`src/rtl/sr_cmd_gen.sv`:
```
// Command stage for sr_ff: synchronises, debounces and edge-detects two raw request
// lines and emits registered, mutually exclusive S/R pulses with a forced idle gap.
module sr_cmd_gen #(
    parameter int unsigned DEBOUNCE_CYCLES = 4,
    parameter int unsigned PULSE_LEN       = 2,
    parameter int unsigned GAP_CYCLES      = 3,
    parameter bit          PRIORITY_SET    = 1'b0
) (
    input  logic clk,
    input  logic rst,
    input  logic set_in,
    input  logic reset_in,
    output logic S,
    output logic R,
    output logic busy,
    output logic conflict
);

    localparam int unsigned CW   = $clog2(DEBOUNCE_CYCLES + 1);
    localparam int unsigned TMAX = (PULSE_LEN > GAP_CYCLES) ? PULSE_LEN : GAP_CYCLES;
    localparam int unsigned TW   = $clog2(TMAX + 1);

    typedef enum logic [1:0] {
        IDLE    = 2'd0,
        PULSE_S = 2'd1,
        PULSE_R = 2'd2,
        GAP     = 2'd3
    } state_e;

    // Channel index 0 = set, 1 = reset throughout.
    logic [1:0]    sync1_q, sync2_q;
    logic [1:0]    deb_q, deb_d, deb_prev_q;
    logic [1:0]    pend_q, pend_d, rise, take;
    logic          conflict_q, conflict_d;
    logic [TW-1:0] tmr_q, tmr_d, tmr_inc;
    state_e        state_q, state_d;
    logic          s_q, s_d, r_q, r_d, busy_q, busy_d;

    for (genvar g = 0; g < 2; g++) begin : g_deb
        logic [CW-1:0] cnt_q, cnt_d, cnt_inc;
        logic          deb_nx;

        assign cnt_inc = cnt_q + CW'(1);

        // Count consecutive disagreeing cycles; accept the new level on the D-th one.
        always_comb begin
            cnt_d  = '0;
            deb_nx = deb_q[g];
            if (sync2_q[g] != deb_q[g]) begin
                if (cnt_inc == CW'(DEBOUNCE_CYCLES)) begin
                    deb_nx = sync2_q[g];
                end else begin
                    cnt_d = cnt_inc;
                end
            end
        end

        always_ff @(posedge clk) begin
            if (rst) begin
                cnt_q <= '0;
            end else begin
                cnt_q <= cnt_d;
            end
        end

        assign deb_d[g] = deb_nx;
    end

    assign rise    = deb_q & ~deb_prev_q;
    assign pend_d  = (pend_q & ~take) | rise;
    assign tmr_inc = tmr_q + TW'(1);

    always_ff @(posedge clk) begin
        if (rst) begin
            sync1_q    <= '0;
            sync2_q    <= '0;
            deb_q      <= '0;
            deb_prev_q <= '0;
            pend_q     <= '0;
            conflict_q <= 1'b0;
            tmr_q      <= '0;
        end else begin
            sync1_q    <= {reset_in, set_in};
            sync2_q    <= sync1_q;
            deb_q      <= deb_d;
            deb_prev_q <= deb_q;
            pend_q     <= pend_d;
            conflict_q <= conflict_d;
            tmr_q      <= tmr_d;
        end
    end

    always_ff @(posedge clk) begin
        if (rst) begin
            state_q <= IDLE;
        end else begin
            state_q <= state_d;
        end
    end

    // Next state, pending consumption, conflict flag and phase timer.
    always_comb begin
        state_d    = state_q;
        tmr_d      = tmr_q;
        take       = 2'b00;
        conflict_d = conflict_q;
        unique case (state_q)
            IDLE: begin
                tmr_d = '0;
                if (pend_q == 2'b11) begin
                    conflict_d = 1'b1;
                    take       = 2'b11;
                    state_d    = PRIORITY_SET ? PULSE_S : PULSE_R;
                end else if (pend_q[0]) begin
                    take    = 2'b01;
                    state_d = PULSE_S;
                end else if (pend_q[1]) begin
                    take    = 2'b10;
                    state_d = PULSE_R;
                end
            end
            PULSE_S, PULSE_R: begin
                if (tmr_inc == TW'(PULSE_LEN)) begin
                    tmr_d   = '0;
                    state_d = (GAP_CYCLES == 0) ? IDLE : GAP;
                end else begin
                    tmr_d = tmr_inc;
                end
            end
            GAP: begin
                if (tmr_inc == TW'(GAP_CYCLES)) begin
                    tmr_d   = '0;
                    state_d = IDLE;
                end else begin
                    tmr_d = tmr_inc;
                end
            end
            default: state_d = IDLE;
        endcase
    end

    // Outputs decoded from the next state so the registered copies align with it.
    always_comb begin
        s_d    = 1'b0;
        r_d    = 1'b0;
        busy_d = 1'b0;
        s_d    = (state_d == PULSE_S);
        r_d    = (state_d == PULSE_R);
        busy_d = (state_d != IDLE);
    end

    always_ff @(posedge clk) begin
        if (rst) begin
            s_q    <= 1'b0;
            r_q    <= 1'b0;
            busy_q <= 1'b0;
        end else begin
            s_q    <= s_d;
            r_q    <= r_d;
            busy_q <= busy_d;
        end
    end

    assign S        = s_q;
    assign R        = r_q;
    assign busy     = busy_q;
    assign conflict = conflict_q;

endmodule

```
`config.mk`:
```
export PLATFORM = sky130hd
export DESIGN_NAME = sr_cmd_gen
export DESIGN_NICKNAME = d
export VERILOG_FILES = /design/src/rtl/sr_cmd_gen.sv
export SDC_FILE = /design/constraint.sdc
export NUM_CORES = 1
export LEC_CHECK = 0
export ABC_AREA = 1
export BUFFER_PORTS_ARGS = -buffer_cell sky130_fd_sc_hd__buf_2
export CELL_PAD_IN_SITES_DETAIL_PLACEMENT = 1
export CELL_PAD_IN_SITES_GLOBAL_PLACEMENT = 2
export CORE_MARGIN = 2
export CORE_UTILIZATION = 37
export DETAILED_ROUTE_END_ITERATION = 10
export PLACE_DENSITY = 0.83
export SETUP_SLACK_MARGIN = 0.1
export SLEW_MARGIN = 10
export SYNTH_ARGS = -nofsm -noshare
export SYNTH_HDL_FRONTEND = slang
export SYNTH_SLANG_ARGS = --single-unit
export TNS_END_PERCENT = 30
```
`constraint.sdc`:
```
create_clock -name clk -period 2.4 [get_ports clk]
set_clock_uncertainty 0.2 [all_clocks]
set_input_delay 0.48 -clock clk [delete_from_list [all_inputs] [get_ports clk]]
set_output_delay 0.48 -clock clk [all_outputs]
set_load 0.05 [all_outputs]
```
==> impl_metrics.csv <==
group,metric,value,unit
layout,area_growth,12.4,%
worst_setup_path,crit_start,"conflict$_SDFFE_PP0P_",
worst_setup_path,r2r_cells,8,
routing,wirelength,1.53,mm
worst_setup_path,reg2reg_to,"busy$_SDFF_PP0_",
outcome,run_status,"complete, no violations",
placed_design,place_congestion,0.683,
sta,rsz0062_at_grt,"no",
worst_setup_path,cp_slowest_cell,"dfxtp_1",
synth,synth_top_family_by_area,"simple AND/OR/NAND/NOR gates",
grt,overflow,0,
routing,first_pass_iters,4,
clocking,cts.clk_slew.worst_paths,0.13,ns
synth,syn_area,970,um2
worst_setup_path,worstSetupPathType,"reg2out",
clocking,clk_latency,0.30,ns
sta,min_period_over_period,66.3,%
layout,antennaDiodeCount,0,
synth,avgSynthCellArea,8.58,um2
synth,synthXorXnorAreaFrac,3.61,%
worst_setup_path,critical_path_depth,1,
placed_design,portBuffers,7,
hold_path,hp-class,"in2reg",
layout,final_nets,135,
layout,layout-drive-gt1-share,20.3,%
routing,wire_per_inst,10.0,um
synth,yosysWarnings,0,
layout,fillers,303,
clocking,cts_setup_buffers,0,
clocking,cts_root_buf,"clkbuf_4",
clocking,clk_path_buf_depth,2,
clocking,clock-sinks,24,
floorplanning,row_count,18,
hold_path,hp-start,"reset_in",
worst_setup_path,path_delay_family,"flip-flops",
worst_setup_path,r2r_slack,0.87,ns
synth,yosysTopAreaCellShare,49.5,%
routing,vias,693,
clocking,cts_tree,"yes",
worst_setup_path,end_kind,"output port",
worst_setup_path,max_stage_delay,0.35,ns
sta,setup_violations,0,
worst_setup_path,crit_chain,"buf_2",
synth,synthMuxAreaShare,0,%
grt,antenna_found_initial,0,
power,peakVddDrop,0.000462,V
layout,mostFrequentLayoutCells,"dfxtp_1, inv_1, nor2_1, nand2_1",
floorplanning,die_w,55.2,um
sta,slew_headroom,83.6,%
grt,grtUsageTotal,12.1,%
grt,grt_max_degree,15,
worst_setup_path,critPathMaxFanout,2,
floorplanning,io_pins,8,
routing,viasPerCell,4.53,
floorplanning,initial_core_util,39.1,%
power,p_per_area,693,nW/um2
synth,synth_compound_area_share,4.90,%
sta,hold_violations,0,
sta,max_freq,629,MHz
layout,final_common_cell,"dfxtp_1",
routing,antenna_left,0,
clocking,htree_levels,1,
sta,fin_crit,1.59,ns
worst_setup_path,crit_path_end,"conflict",
synth,yosysUniqueCellTypes,21,
worst_setup_path,start_kind,"flip-flop",
routing,drcViolationCount,0,
worst_setup_path,crit_arrival,0.91,ns
synth,synth_area_leaders,"dfxtp_1, ha_1, inv_1",
flow_run,max_cap_viol_count,0,
synth,synth-seq-cells,24,
power,fin_total_pwr,755,uW
floorplanning,coreArea,2480,um2
floorplanning,die_area,3050,um2
worst_setup_path,r2r_start,"state_q[0]$_SDFF_PP0_",
sta,tightest_slew,0.248,ns
worst_setup_path,crit_required,1.72,ns
synth,synth-adder-area-share,9.03,%
clocking,cts-resized-gates,0,
clocking,numCtsBuffers,3,
placed_design,dp.final_hpwl,1.22,mm
floorplanning,die_h,55.2,um
synth,synth_simple_gate_area_share,23.1,%
synth,ys_seq_area_share,49.5,%
grt,grt_pass1_vias,651,
clocking,ctsHoldBuffers,0,
sta,setup_tns,0,ns
worst_setup_path,crit_buf_inv,1,
power,p_leak,0.559,nW
sta,drv_slew,0,
routing,drtIter0Drc,6,
synth,synthCells,113,
synth,syn_nets,124,
synth,yosys.area.top_type,"dfxtp_1",
grt,grt_pass1_wl,2.59,mm
==> synth_stat cells (all sizes together) <==
cell and n:
a21oi 3, buf 1, clkinv 1, dfxtp 24
ha 7, inv 22, nand2 18, nand3 7
nand4 2, nor2 18, nor4 1, o21ai 3
o32ai 2, xor2 4
==> cells by family (layout without fill, tap and decap cells) <==
group,after synthesis,in the layout
and+or+nand+nor,46,46
DFF,24,24
buffers and inverters,24,34
AOI/OAI and AO/OA,8,8
adders and majority gates,7,7
xor gates and xnor gates,4,4
==> metal layers <==
metal  vias up  share of wire [%]  GRT usage, %
li1        366                  -             -
met1       321                 46          13.9
met2         4                 51          21.2
met3         2                2.0          2.42
met4         0                1.3          6.10
met5         -                  0             0
==> how the worst min path moves through the flow <==
stage,to,slack [ns],depth (start not counted)
floorplan,sync2_q[0]$_SDFF_PP0_,0.19,2
global placement,sync2_q[1]$_SDFF_PP0_,0.19,2
detailed placement,sync2_q[0]$_SDFF_PP0_,0.20,2
CTS,sync1_q[0]$_SDFF_PP0_,0.16,3
global route,sync1_q[0]$_SDFF_PP0_,0.15,3
finish,sync1_q[1]$_SDFF_PP0_,0.16,3
==> state kept, by name, summed over array words and instances, names as in the netlist, 2 cells and up <==
| register | flops |
|---|---|
| sync2_q | 2 |
| state_q | 2 |
| deb_prev_q | 2 |
| sync1_q | 2 |
| deb_q | 2 |
| tmr_q | 2 |
| g_deb.cnt_q | 6 |
| pend_q | 2 |
==> final cells by class <==
type                    count  area, um2  share of cell area, %
flip-flops and latches     24        480                   44.1
multi-input cells          65        394                   36.2
inverters                  23       90.1                   8.27
well taps                  30       37.5                   3.44
repair buffers              7       35.0                   3.21
clock inverters             1       30.0                   2.76
clock buffers               3       22.5                   2.07
==> power breakdown <==
group | internal (mW) | switching, mW | leakage [nW]
Combinational | 0.0181 | 0.0422 | 0.336
Sequential | 0.408 | 0.00399 | 0.195
Clock | 0.169 | 0.115 | 0.0279
Total | 0.594 | 0.161 | 0.559
==> stage by stage <==
stage               instance area (um2)  instances  hold slack (ns)  setup slack (ns)  utilization, %
finish                             1090        153            0.164             0.809            44.0
global route                       1090        153            0.146             0.752            44.0
CTS                                1090        153            0.155             0.797            44.0
detailed placement                 1040        149            0.200             0.881            41.9
global placement                   1040        149            0.192             0.929            41.9
floorplan                           970        113            0.188              1.00               -
No activity file was read; power rests on OpenSTA's default activity.
